[config.mk]
export PLATFORM = sky130hd
export DESIGN_NAME = div_ctrl
export DESIGN_NICKNAME = d
export VERILOG_FILES = /design/src/rtl/mips_pkg.sv /design/src/rtl/div_step.sv /design/src/rtl/div_ctrl.sv
export SDC_FILE = /design/constraint.sdc
export NUM_CORES = 1
export LEC_CHECK = 0
export BUFFER_PORTS_ARGS = -buffer_cell sky130_fd_sc_hd__buf_2
export CAP_MARGIN = 25
export CORE_UTILIZATION = 60
export DETAILED_ROUTE_END_ITERATION = 12
export HOLD_SLACK_MARGIN = 0.08
export MAX_ROUTING_LAYER = met4
export PLACE_DENSITY = 0.81
export RECOVER_POWER = 100
export SYNTH_ARGS = -nofsm -noshare
export SYNTH_HDL_FRONTEND = slang
export SYNTH_HIERARCHICAL = 1
export SYNTH_SLANG_ARGS = --single-unit
[constraint.sdc]
create_clock -name clk -period 8.2 [get_ports clk]
set_input_delay 1.23 -clock clk [delete_from_list [all_inputs] [get_ports clk]]
set_output_delay 1.23 -clock clk [all_outputs]
set_load 0.01 [all_outputs]
[src/rtl/mips_pkg.sv]
// Shared MIPS pipeline package: divider state encoding, datapath width and
// the HI/LO write-select codes used by the hazard and writeback logic.
package mips_pkg;

    localparam int DIV_WIDTH = 32;

    typedef enum logic [1:0] {
        IDLE = 2'b00,
        BUSY = 2'b01,
        DONE = 2'b10
    } div_state_t;

    localparam logic [1:0] HILO_SEL_NONE = 2'b00;
    localparam logic [1:0] HILO_SEL_LO   = 2'b01;
    localparam logic [1:0] HILO_SEL_HI   = 2'b10;
    localparam logic [1:0] HILO_SEL_BOTH = 2'b11;

endpackage

[src/rtl/div_step.sv]
// One radix-2 restoring division step: shift in the next dividend bit,
// trial-subtract the divisor and keep the difference only if it did not borrow.
module div_step
    import mips_pkg::*;
#(
    parameter int WIDTH = DIV_WIDTH
) (
    input  logic [WIDTH-1:0] rem_in,
    input  logic             dvd_bit,
    input  logic [WIDTH-1:0] divisor,
    output logic [WIDTH-1:0] rem_out,
    output logic             q_bit
);

    logic [WIDTH:0] shifted;
    logic [WIDTH:0] trial;

    // Trial subtraction; the extra top bit acts as the borrow flag.
    always_comb begin
        shifted = {rem_in, dvd_bit};
        trial   = shifted - {1'b0, divisor};
        q_bit   = ~trial[WIDTH];
        rem_out = q_bit ? trial[WIDTH-1:0] : shifted[WIDTH-1:0];
    end

endmodule

[src/rtl/div_ctrl.sv]
// Multi-cycle DIV/DIVU controller: iterative restoring divide on operand
// magnitudes with final sign correction, pipeline stall while busy, result
// hold until EX advances, and flush via cancel.
// Optional macro DIV_ZERO_FAST_EN: a zero divisor skips the iteration and
// produces the same all-ones quotient / dividend remainder in one cycle.
module div_ctrl
    import mips_pkg::*;
#(
    parameter int WIDTH = DIV_WIDTH,
    parameter int CNT_W = 5
) (
    input  logic             clk,
    input  logic             rst,
    input  logic             startE,
    input  logic             signedE,
    input  logic [WIDTH-1:0] opaE,
    input  logic [WIDTH-1:0] opbE,
    input  logic             cancel,
    input  logic             ackE,
    output logic             stall_div,
    output logic             busy,
    output logic             result_valid,
    output logic [WIDTH-1:0] quotient,
    output logic [WIDTH-1:0] remainder
);

    localparam logic [CNT_W-1:0] LAST_CNT = CNT_W'(WIDTH - 1);

    div_state_t       state_q, state_d;
    logic [CNT_W-1:0] cnt_q, cnt_d;
    logic [WIDTH-1:0] rem_q, rem_d;
    logic [WIDTH-1:0] dvd_q, dvd_d;
    logic [WIDTH-1:0] dvs_q, dvs_d;
    logic             quo_neg_q, quo_neg_d;
    logic             rem_neg_q, rem_neg_d;
    logic [WIDTH-1:0] quotient_q, quotient_d;
    logic [WIDTH-1:0] remainder_q, remainder_d;

    logic [WIDTH-1:0] opa_abs, opb_abs;
    logic [WIDTH-1:0] step_rem;
    logic             step_bit;

    function automatic logic [WIDTH-1:0] cond_neg(input logic [WIDTH-1:0] v, input logic neg);
        return neg ? (~v + 1'b1) : v;
    endfunction

    div_step #(.WIDTH(WIDTH)) u_step (
        .rem_in  (rem_q),
        .dvd_bit (dvd_q[WIDTH-1]),
        .divisor (dvs_q),
        .rem_out (step_rem),
        .q_bit   (step_bit)
    );

    // Operand magnitudes; 0x80000000 maps onto itself and is then treated as unsigned.
    always_comb begin
        opa_abs = cond_neg(opaE, signedE & opaE[WIDTH-1]);
        opb_abs = cond_neg(opbE, signedE & opbE[WIDTH-1]);
    end

    // Next-state, iteration datapath and result capture; cancel overrides everything.
    always_comb begin
        state_d     = state_q;
        cnt_d       = cnt_q;
        rem_d       = rem_q;
        dvd_d       = dvd_q;
        dvs_d       = dvs_q;
        quo_neg_d   = quo_neg_q;
        rem_neg_d   = rem_neg_q;
        quotient_d  = quotient_q;
        remainder_d = remainder_q;

        case (state_q)
            IDLE: begin
                if (startE && !cancel) begin
                    rem_d     = '0;
                    dvd_d     = opa_abs;
                    dvs_d     = opb_abs;
                    quo_neg_d = signedE & (opaE[WIDTH-1] ^ opbE[WIDTH-1]);
                    rem_neg_d = signedE & opaE[WIDTH-1];
                    cnt_d     = '0;
                    state_d   = BUSY;
`ifdef DIV_ZERO_FAST_EN
                    if (opbE == '0) begin
                        quotient_d  = cond_neg('1, signedE & opaE[WIDTH-1]);
                        remainder_d = cond_neg(opa_abs, signedE & opaE[WIDTH-1]);
                        state_d     = DONE;
                    end
`endif
                end
            end
            BUSY: begin
                rem_d = step_rem;
                dvd_d = {dvd_q[WIDTH-2:0], step_bit};
                cnt_d = cnt_q + 1'b1;
                if (cnt_q == LAST_CNT) begin
                    quotient_d  = cond_neg({dvd_q[WIDTH-2:0], step_bit}, quo_neg_q);
                    remainder_d = cond_neg(step_rem, rem_neg_q);
                    state_d     = DONE;
                end
            end
            DONE: begin
                if (ackE) begin
                    state_d = IDLE;
                end
            end
            default: begin
                state_d = IDLE;
            end
        endcase

        if (cancel) begin
            state_d = IDLE;
        end
    end

    // Controller and datapath registers.
    always_ff @(posedge clk or posedge rst) begin
        if (rst) begin
            state_q     <= IDLE;
            cnt_q       <= '0;
            rem_q       <= '0;
            dvd_q       <= '0;
            dvs_q       <= '0;
            quo_neg_q   <= 1'b0;
            rem_neg_q   <= 1'b0;
            quotient_q  <= '0;
            remainder_q <= '0;
        end else begin
            state_q     <= state_d;
            cnt_q       <= cnt_d;
            rem_q       <= rem_d;
            dvd_q       <= dvd_d;
            dvs_q       <= dvs_d;
            quo_neg_q   <= quo_neg_d;
            rem_neg_q   <= rem_neg_d;
            quotient_q  <= quotient_d;
            remainder_q <= remainder_d;
        end
    end

    // Status outputs; the stall request is dropped in the same cycle as a flush.
    always_comb begin
        stall_div    = ((state_q == IDLE && startE) || state_q == BUSY) && !cancel;
        busy         = (state_q != IDLE);
        result_valid = (state_q == DONE);
        quotient     = quotient_q;
        remainder    = remainder_q;
    end

endmodule

==> metrics.md <==
| Metric | Value |
|---|---|
| Outcome | `complete, but fails checks` |
| Failing checks | `capacitance limit, slew limit` |
| Drt pass-1 iters | `5` |
| Syn avg cell area | `8.74 um^2` |
| Die Wd | `~140 um` |
| VDD IR-drop max | `approximately 0.26 mV` |
| Max-cap violation count | `5` |
| Nets@finish | `1,560` |
| Post-route cell area | `13,000 um^2` |
| Number of diodes | `0` |
| #FFs+latches synth | `169` |
| Hold Violations, Final | `0` |
| Synth Instances | `about 1,400` |
| Final Cycle Share | `0.759` |
| Vias | `10,524` |
| Most common cell after layout, fill and taps aside | `nand2_1` |
| Io pins | `137` |
| Cell Area, Synth | `around 12,000 um^2` |
| Die H | `143 um` |
| Site Rows | `51` |
| Synth top area cells | `dfrtp_1 35%, nand2_1 6.9%, xor2_1 6.0%` |
| Maximum root-to-sink buffer count | `2` |
| Final Critical Period | `6.22 ns` |
| Layout cell share with drive strength beyond 1 | `0.110` |
| CTS Sinks | `roughly 170` |
| H-tree depth | `4` |
| Worst slew pin tran | `4.01 ns` |
| Final Max Slew Viols | `roughly 330` |
| Placeable Area | `between 15,000 and 20,000 um^2` |
| Post-CTS Repair Setup Buffers | `0` |
| DIE AREA | `about 21,000 um^2` |
| Post-DP HPWL | `22.0 mm` |
| Number of global-route vias before repair | `around 9,500` |
| Area after DPL | `~13,000 um^2` |
| WP data required | `roughly 8.5 ns` |
| Post-Layout Cell Count | `1,729` |
| Total Power | `around 4800 uW` |
| # DRC | `0` |
| Top delay family on crit path | `compound AO/OA/AOI/OAI gates` |
| Critical path buffer and inverter count | `2` |
| Vias per cell | `6.09` |
| Routed WL | `between 30 and 40 mm` |
| CP max FO | `10` |
| RSZ-0062 raised after global routing | `no` |
| Area growth syn-to-layout | `8.71%` |
| Share of the synthesized area in the top cell type | `0.353` |
| Post-synthesis sequential area ratio | `0.353` |
| Initial DRC count | `about 1,200` |
| Grt ovf | `0` |
| Slowest stage cell, crit path | `and2_0` |
| Unique masters post-synth | `89` |
| Setup_tns | `0 ns` |
| Largest net degree at the start of global routing | `roughly 130` |
| Clock root buffer | `clkbuf_16` |
| PD cells | `roughly 370 nW/um^2` |
| Cts bufs inserted | `17` |
| Syn nets | `~1,500` |
| Main synth FF type | `dfrtp_1` |
| CP Cell Sequence | `inv_1, ha_1, fa_1, and2b_1, o2111ai_1, a21oi_1, o2111ai_1, a211oi_1, nor2_4, mux2i_1, and2_0, o21ai_0, inv_1, ha_1, nor3b_1, nand4_1, o41ai_1, xor2_1, o21ai_1` |
| CP Capture Type | `register` |
| Worst EP arrival | `6.48 ns` |
| FMAX | `around 0.16 GHz` |
| Final GP Congestion | `0.965` |
| Leak pwr | `between 0.005 and 0.006 uW` |
| WS Path Type | `reg -> reg` |
| Worst Hold Class | `reg -> reg` |
| Inst Count DP | `between 1,500 and 2,000` |
| Leading cell types in the layout, fill and taps excluded | `220 x nand2_1, 169 x dfrtp_1, 142 x o21ai_0, 82 x xor2_1, 73 x clkbuf_1` |
| First-pass GRT wire length | `48.9 mm` |
| Crit-path max cell delay | `0.67 ns` |
| Final setup viols | `0` |
| Area of the multi-input gates | `just under 7000 um^2` |
| Cts hold-fix bufs | `0` |
| CTS clk-pin slew, worst paths | `~0.07 ns` |
| Reg2Reg Setup Slack | `1.98 ns` |
| CP Launch Type | `register` |
| Port Buffer Count | `between 100 and 150` |
| Register area | `4230 um^2` |
| YS warnings | `6` |
| Initial antenna violation count | `0` |
| Async S/R FF share, synth | `1.00` |
| Hold_ws | `approximately 0.48 ns` |
| CTS tree | `yes` |
| Tot GR Track Use | `0.314` |
| DR WL/cell | `between 15 and 20 um` |
| Detail Route Antenna Nets | `0` |
| Initial core utilization | `0.613` |
| Synth area leader | `dfrtp_1` |
| Final setup skew | `approximately 0.015 ns` |
| Clk_lat worst skew | `0.44 ns` |
| CTS resizes | `0` |
| Post-synth EDFFs | `0` |
| Fillers | `around 1,700` |
| Rel. slew slack | `-1.67` |
cells by family (layout without fill, tap and decap cells):
| logic type | count (synthesis) | in the layout | synth area share |
|---|---|---|---|
| buffers and inverters | 132 | 226 | 0.0542 |
| and+or+nand+nor | 501 | 501 | 0.215 |
| xor gates and xnor gates | 124 | 124 | 0.0907 |
| AOI/OAI and AO/OA | 358 | 358 | 0.197 |
| muxes | 47 | 47 | 0.0487 |
| adders and majority gates | 39 | 39 | 0.0414 |
| DFF | 169 | 169 | 0.353 |
report_power, final:
| group | total (uW) | internal (uW) | switching [uW] | leakage, uW |
|---|---|---|---|---|
| logic | 2690 | 1040 | 1650 | 0.00318 |
| clock network | 797 | 448 | 349 | 0.000286 |
| registers | 1260 | 1020 | 245 | 0.00218 |
| total | 4750 | 2510 | 2250 | 0.00564 |
layer usage:
metal  wire length [um]  track usage
met1              15000        0.463
met2              12900        0.440
met3               2400       0.0560
met4                461       0.0901
met5                  0            -
state kept, by name, indices dropped and copies added, names as in the netlist:
register,flops
dvd_q,32
remainder,32
state_q,2
rem_neg_q,1
dvs_q,32
quo_neg_q,1
quotient,32
rem_q,32
cnt_q,5
stage by stage:
stage	utilization	setup WS (ns)
2_1_floorplan	-	2.39
3_3_place_gp	0.645	3.24
3_5_place_dp	0.645	3.05
4_1_cts	0.675	3.00
5_1_grt	0.667	1.43
6_report	0.667	1.98
cells in the mapped netlist, types with 7 or more instances:
| library cell | number |
|---|---|
| nand3_1 | 59 |
| mux2i_1 | 23 |
| nor4_2 | 8 |
| nand2_1 | 220 |
| o21ai_1 | 33 |
| ha_1 | 38 |
| a21o_1 | 17 |
| nand2b_1 | 10 |
| o41ai_2 | 15 |
| dfrtp_1 | 169 |
| xor2_1 | 82 |
| o211ai_1 | 14 |
| nor2_1 | 64 |
| o21ai_0 | 119 |
| or4_1 | 8 |
| xnor2_1 | 42 |
| or3_1 | 8 |
| inv_1 | 47 |
| a22oi_1 | 22 |
| o21a_1 | 8 |
| buf_2 | 9 |
| a21oi_1 | 49 |
| mux2_4 | 19 |
| nor4_1 | 19 |
| a31oi_1 | 17 |
| nand4_1 | 13 |
| and3_1 | 9 |
| nor3_1 | 27 |
| o31ai_1 | 21 |
| clkbuf_1 | 52 |
| buf_1 | 7 |
| nor2b_1 | 8 |
final cells by class:
type | count | area share
clock buffer | 21 | 0.0361
tap | 265 | 0.0255
timing repair buffer | 146 | 0.0559
inverter | 48 | 0.0145
multi-input combinational | 1069 | 0.535
clock inverter | 11 | 0.00855
sequential | 169 | 0.325
worst register-to-register path: stages, from the launching register on:
cell,delay (ns)
dfrtp_1,0.39
inv_1,0.06
ha_1,0.22
fa_1,0.41
and2b_1,0.23
o2111ai_1,0.14
a21oi_1,0.29
o2111ai_1,0.18
a211oi_1,0.41
nor2_4,0.10
mux2i_1,0.60
and2_0,0.67
o21ai_0,0.34
inv_1,0.21
ha_1,0.21
nor3b_1,0.42
nand4_1,0.36
o41ai_1,0.52
xor2_1,0.20
o21ai_1,0.07
worst paths after layout:
check	from	to	depth (start not counted)
min	remainder[9]$_DFFE_PP0P_	remainder[9]$_DFFE_PP0P_	2
min reg2reg	remainder[9]$_DFFE_PP0P_	remainder[9]$_DFFE_PP0P_	2
max reg2reg	dvd_q[31]$_DFFE_PP0P_	remainder[28]$_DFFE_PP0P_	19
max	dvd_q[31]$_DFFE_PP0P_	remainder[28]$_DFFE_PP0P_	19
max in group asynchronous	rst	rem_q[7]$_DFFE_PP0P_	4
min in group asynchronous	rst	quotient[15]$_DFFE_PP0P_	2
No activity file was read; power rests on OpenSTA's default activity.
